### src/rtl/pcie_tx_arb.sv
// pcie_tx_arb: round-robin owner of the single 64-bit TRN transmit port.
// One packet engine holds the port for exactly one TLP; protocol violations raise sticky flags.
module pcie_tx_arb #(
    parameter int NUM_REQ   = 3,
    parameter int MAX_BEATS = 64
) (
    input  logic                  pcie_clk,
    input  logic                  rst,
    input  logic [NUM_REQ-1:0]    req_v,
    input  logic [NUM_REQ-1:0]    req_done,
    output logic [NUM_REQ-1:0]    req_grant,
    output logic                  req_stall,
    input  logic [NUM_REQ*64-1:0] req_td,
    input  logic [NUM_REQ*8-1:0]  req_trem_n,
    input  logic [NUM_REQ-1:0]    req_tsof_n,
    input  logic [NUM_REQ-1:0]    req_teof_n,
    input  logic [NUM_REQ-1:0]    req_tsrc_rdy_n,
    output logic [63:0]           trn_td,
    output logic [7:0]            trn_trem_n,
    output logic                  trn_tsof_n,
    output logic                  trn_teof_n,
    output logic                  trn_tsrc_rdy_n,
    input  logic                  trn_tdst_rdy_n,
    input  logic [5:0]            trn_tbuf_av,
    output logic                  err_long,
    output logic                  err_done,
    input  logic                  err_clr
);

    // state | meaning
    // IDLE  | port free, arbitrating among requesters, trn_* forced idle
    // BUSY  | requester sel owns the port until its unstalled done

    localparam int PW = (NUM_REQ > 1) ? $clog2(NUM_REQ) : 1;
    localparam int CW = $clog2(MAX_BEATS + 2);
    localparam logic [CW-1:0] CNT_MAX = CW'(MAX_BEATS);
    localparam logic [CW-1:0] CNT_SAT = CW'(MAX_BEATS + 1);

    typedef enum logic {
        IDLE = 1'b0,
        BUSY = 1'b1
    } state_t;

    state_t state_q, state_d;

    logic [NUM_REQ-1:0] grant_q;
    logic [PW-1:0]      sel_q;
    logic [PW-1:0]      ptr_q;
    logic [PW-1:0]      win;
    logic               win_v;
    logic [CW-1:0]      cnt_q;
    logic               err_long_q;
    logic               err_done_q;
    logic               arb_go;
    logic               release_go;
    logic               beat;
    logic               long_set;
    logic               done_set;
    logic [NUM_REQ-1:0] owner_mask;

    // Rotating priority search starting at ptr_q.
    always_comb begin
        win   = '0;
        win_v = 1'b0;
        for (int k = 0; k < NUM_REQ; k++) begin
            if (!win_v && req_v[(int'(ptr_q) + k) % NUM_REQ]) begin
                win_v = 1'b1;
                win   = PW'((int'(ptr_q) + k) % NUM_REQ);
            end
        end
    end

    always_comb begin
        owner_mask = (state_q == BUSY) ? grant_q : '0;
        arb_go     = (state_q == IDLE) && win_v && (trn_tbuf_av != 6'd0);
        beat       = (state_q == BUSY) && !trn_tdst_rdy_n && !req_tsrc_rdy_n[sel_q];
        release_go = (state_q == BUSY) && req_done[sel_q] && !trn_tdst_rdy_n;
        // Flag as soon as the counter would pass MAX_BEATS, and keep flagging while it sits above it.
        long_set   = (state_q == BUSY) && ((cnt_q > CNT_MAX) || (beat && (cnt_q == CNT_MAX)));
        done_set   = !trn_tdst_rdy_n && ((req_done & ~owner_mask) != '0);
    end

    always_ff @(posedge pcie_clk) begin
        if (rst) begin
            state_q <= IDLE;
        end else begin
            state_q <= state_d;
        end
    end

    always_comb begin
        state_d = state_q;
        case (state_q)
            IDLE:    if (arb_go)     state_d = BUSY;
            BUSY:    if (release_go) state_d = IDLE;
            default: state_d = IDLE;
        endcase
    end

    always_ff @(posedge pcie_clk) begin
        if (rst) begin
            grant_q    <= '0;
            sel_q      <= '0;
            ptr_q      <= '0;
            cnt_q      <= '0;
            err_long_q <= 1'b0;
            err_done_q <= 1'b0;
        end else begin
            if (arb_go) begin
                grant_q <= NUM_REQ'(1) << win;
                sel_q   <= win;
                ptr_q   <= (win == PW'(NUM_REQ - 1)) ? '0 : win + 1'b1;
                cnt_q   <= '0;
            end else if (release_go) begin
                grant_q <= '0;
            end
            if (beat && (cnt_q != CNT_SAT)) begin
                cnt_q <= cnt_q + 1'b1;
            end
            err_long_q <= long_set | (err_long_q & ~err_clr);
            err_done_q <= done_set | (err_done_q & ~err_clr);
        end
    end

    // rst also masks the outputs so they are idle within the reset cycle itself.
    always_comb begin
        req_stall      = trn_tdst_rdy_n;
        req_grant      = rst ? '0 : grant_q;
        err_long       = err_long_q & ~rst;
        err_done       = err_done_q & ~rst;
        trn_td         = '0;
        trn_trem_n     = 8'hFF;
        trn_tsof_n     = 1'b1;
        trn_teof_n     = 1'b1;
        trn_tsrc_rdy_n = 1'b1;
        if ((state_q == BUSY) && !rst) begin
            trn_td         = req_td[int'(sel_q)*64 +: 64];
            trn_trem_n     = req_trem_n[int'(sel_q)*8 +: 8];
            trn_tsof_n     = req_tsof_n[sel_q];
            trn_teof_n     = req_teof_n[sel_q];
            trn_tsrc_rdy_n = req_tsrc_rdy_n[sel_q];
        end
    end

endmodule

### config.mk
export PLATFORM = sky130hd
export DESIGN_NAME = pcie_tx_arb
export DESIGN_NICKNAME = d
export VERILOG_FILES = /design/src/rtl/pcie_tx_arb.sv
export SDC_FILE = /design/constraint.sdc
export NUM_CORES = 1
export LEC_CHECK = 0
export ABC_AREA = 0
export BUFFER_PORTS_ARGS = -buffer_cell sky130_fd_sc_hd__buf_2
export CORE_AREA = 5 5 122 124
export DETAILED_ROUTE_END_ITERATION = 16
export DIE_AREA = 0 0 127 129
export HOLD_SLACK_MARGIN = 0.12
export PLACE_DENSITY_LB_ADDON = 0.1
export SETUP_SLACK_MARGIN = 0.5
export SYNTH_ARGS = -nofsm -noshare
export SYNTH_HDL_FRONTEND = slang
export SYNTH_SLANG_ARGS = --single-unit
### constraint.sdc
create_clock -name pcie_clk -period 2.45 [get_ports pcie_clk]
set_input_delay 0.49 -clock pcie_clk [delete_from_list [all_inputs] [get_ports pcie_clk]]
set_output_delay 0.49 -clock pcie_clk [all_outputs]
set_load 0.02 [all_outputs]
==> results.toml <==
[logic_synthesis]
synth_top_family_by_area = "simple AND/OR/NAND/NOR gates"
yosys.area_share.simple_pct = 28.84
yosysTopAreaCell = "mux2i_1"
yosysMostFrequentCell = "nor2_1"
syn-num-nets = 710
yosys_warnings = 0
synth-xor-area-share_pct = 0
ys_ff_latch = 17
syn_area_per_cell_um2 = 6.329
synthFlopType = "dfxtp_1"
syn_area_mm2 = 0.002924
synth_fa_ha_area_share_pct = 2.995
muxShareOfSynthArea_pct = 27.04
synthTopCellsByArea = "mux2i_1 (27%), nor2_1 (18%), a21oi_1 (15%), dfxtp_1 (12%), clkbuf_1 (3.1%)"
syn_inst = 462
synth-compound-area-share_pct = 22.55
synth_top_area_share_pct = 27.04
async_flop_share_pct = 0
synth-seq-area-share_pct = 11.64
synthDistinctLibCells = 41
synth_edf_count = 0
synth_common_cells = "nor2_1 (138), a21oi_1 (90), mux2i_1 (79)"

[finish]
final_cells = 990
multiInputGateArea_mm2 = 0.003060
drive_gt1_share_pct = 68.11
regArea_um2 = 354.1
postLayoutCellArea_mm2 = 0.006794
fin_nets = 1058
syn_to_final_growth_pct = 132.3
fill_cells = 1345

[route]
drc = 0
wl_per_cell_um = 19.34
via_count = 4745
wirelength_um = 19150
routed_via_density = 4.793
firstDrtPassIters = 4
route.antenna.remaining_nets = 0
drt_iter0_drc = 137

[sta]
setup_viol = 0
slew_headroom_pct = 63.98
period_needed_ps = 2151
rsz0062_at_grt = "yes"
finClkSkew_ps = 2.884
hold_viol_final = 0
whs_ps = 475.9
final-max-slew-violation-count = 0
fmax_mhz = 465.0
tns_ps = 0
finalCritPeriodShare_pct = 87.78
worst_pin_slew_ps = 535.4

[setup_path]
cp.arrival_ps = 1660
worstPathRequired_ps = 1960
critPathMaxFanout = 8
crit_type = "reg -> out"
cp-end-kind = "primary output"
worst_setup_path_start_kind = "flop"

[floorplanning]
initial_core_util_pct = 21.40
core_area_mm2 = 0.01367
die_y_um = 129
floorplan.rows = 43
die_w_um = 127
ios = 322
die-area_mm2 = 0.01638

[global_route]
grtUsageTotal_pct = 20.13
grt_pass1_vias = 4815
gr-total-overflow = 0
grt_max_degree = 80
grt_pass1_wl_um = 26120
antenna_found_initial = 1

[pwr]
power.total_mw = 7.050
switchingPower_mw = 3.308
internal-power_mw = 3.742
pwr-share-clk_pct = 4.8
p_per_area_mw_per_mm2 = 1038
peakVddDrop_mv = 0.3908
combPwrFrac_pct = 88.8
leakagePower_nw = 2.975
pwr-share-seq_pct = 6.4
switching_share_pct = 46.92

[run_status]
status = "complete, no violations"

[clocking]
cts_buffer_depth = 2
cts-root-buf = "clkbuf_16"
htreeDepth = 1
cts-buffers-inserted = 3
cts_tree = "yes"
hold_buffers = 0
cts.clk_slew.worst_paths_ps = 50
clock-sinks = 17
clock_latency_ps = 250

[placed_design]
hpwl_um = 12810
dp.cells = 933
placed_area_mm2 = 0.004893
portBuffers = 321
gp_congestion = 0.9155

[worst_hold_path]
hold_path.class = "reg -> reg"

[run]
drv_cap = 0
-- timing repair --
item,in CTS,in global routing
pin swaps,12,49
cloned,14,4
resized for setup,121,158
buffers inserted,27,7
setup endpoints to repair,88,89
-- cell usage in the layout, fill, tap and decap left out, types with 4 or more instances in the layout --
cell       count
a21oi_1       35
a21oi_2       37
a21oi_4       18
buf_12        10
buf_16        17
buf_2        251
buf_4         37
buf_6         60
clkbuf_16      7
dfxtp_1       12
ha_4           4
inv_1          4
mux2i_1       68
mux2i_2       10
nand2_1       13
nand3_1        6
nor2_1        72
nor2_2        63
nor2b_1        8
nor3_2         4
o21ai_1        9
o21ai_2        5
-- sequential cells by signal, summed over array words and instances (netlist names) --
register	flops
cnt_q	7
err_done_q	1
err_long_q	1
grant_q	3
ptr_q	2
sel_q	2
state_q	1
-- routing by layer --
layer	track usage, %	part of all wire (%)
met5	0	0
met4	3.470	1.3
met3	4.359	7.4
met2	38.33	53
met1	23.32	38
-- cell families (layout without fill, tap and decap cells) --
kind of cell	count (synthesis)	count (layout)
simple gates	191	191
compound gates	122	122
mux	79	79
buf+inv	46	393
flops	17	17
fa+ha+maj	7	7
other cells	0	1
-- through the flow --
| stage | util, % | setup WS, ps |
|---|---|---|
| after floorplan | - | 506.7 |
| after global routing | 49.72 | 230.7 |
| after CTS | 44.08 | 301.4 |
| final | 49.72 | 299.3 |
| after global placement | 35.81 | 343.9 |
| after detailed placement | 35.81 | 328.6 |
-- path summary, 6_finish.rpt --
kind	startpoint	end	slack, ps	cells past startpoint
setup / recovery	sel_q[0]$_SDFFE_PP0P_	trn_td[1]	300	8
hold / removal	grant_q[0]$_SDFFE_PP0P_	grant_q[0]$_SDFFE_PP0P_	480	2
setup reg to reg	ptr_q[1]$_SDFFE_PP0P_	sel_q[1]$_SDFFE_PP0P_	500	9
hold reg to reg	grant_q[0]$_SDFFE_PP0P_	grant_q[0]$_SDFFE_PP0P_	480	2
-- power groups by stage --
stage | Sequential (mW) | Combinational, mW | Clock [mW]
2_1_floorplan | 0.379 | 2.62 | 0
3_3_place_gp | 0.463 | 3.50 | 0
3_5_place_dp | 0.464 | 3.54 | 0
4_1_cts | 0.434 | 5.27 | 0.348
5_1_grt | 0.463 | 6.65 | 0.359
6_report | 0.451 | 6.26 | 0.340
-- area by class of cell --
type	count	area share, %
inverters	7	0.4236
multi-input cells	399	45.05
well taps	180	3.315
diodes	1	0.03683
flip-flops and latches	17	5.212
repair buffers	382	44.75
clock inverters	1	0.1105
clock buffers	3	1.105
-- critical path, cell delays in order, from the launching register on --
cell and delay [ps]:
dfxtp_4 370, buf_12 150, nor2b_4 160, buf_8 150, buf_6 110, buf_16 130
a21oi_4 60, nor2_2 140, buf_6 130
No activity file was read; power rests on OpenSTA's default activity.
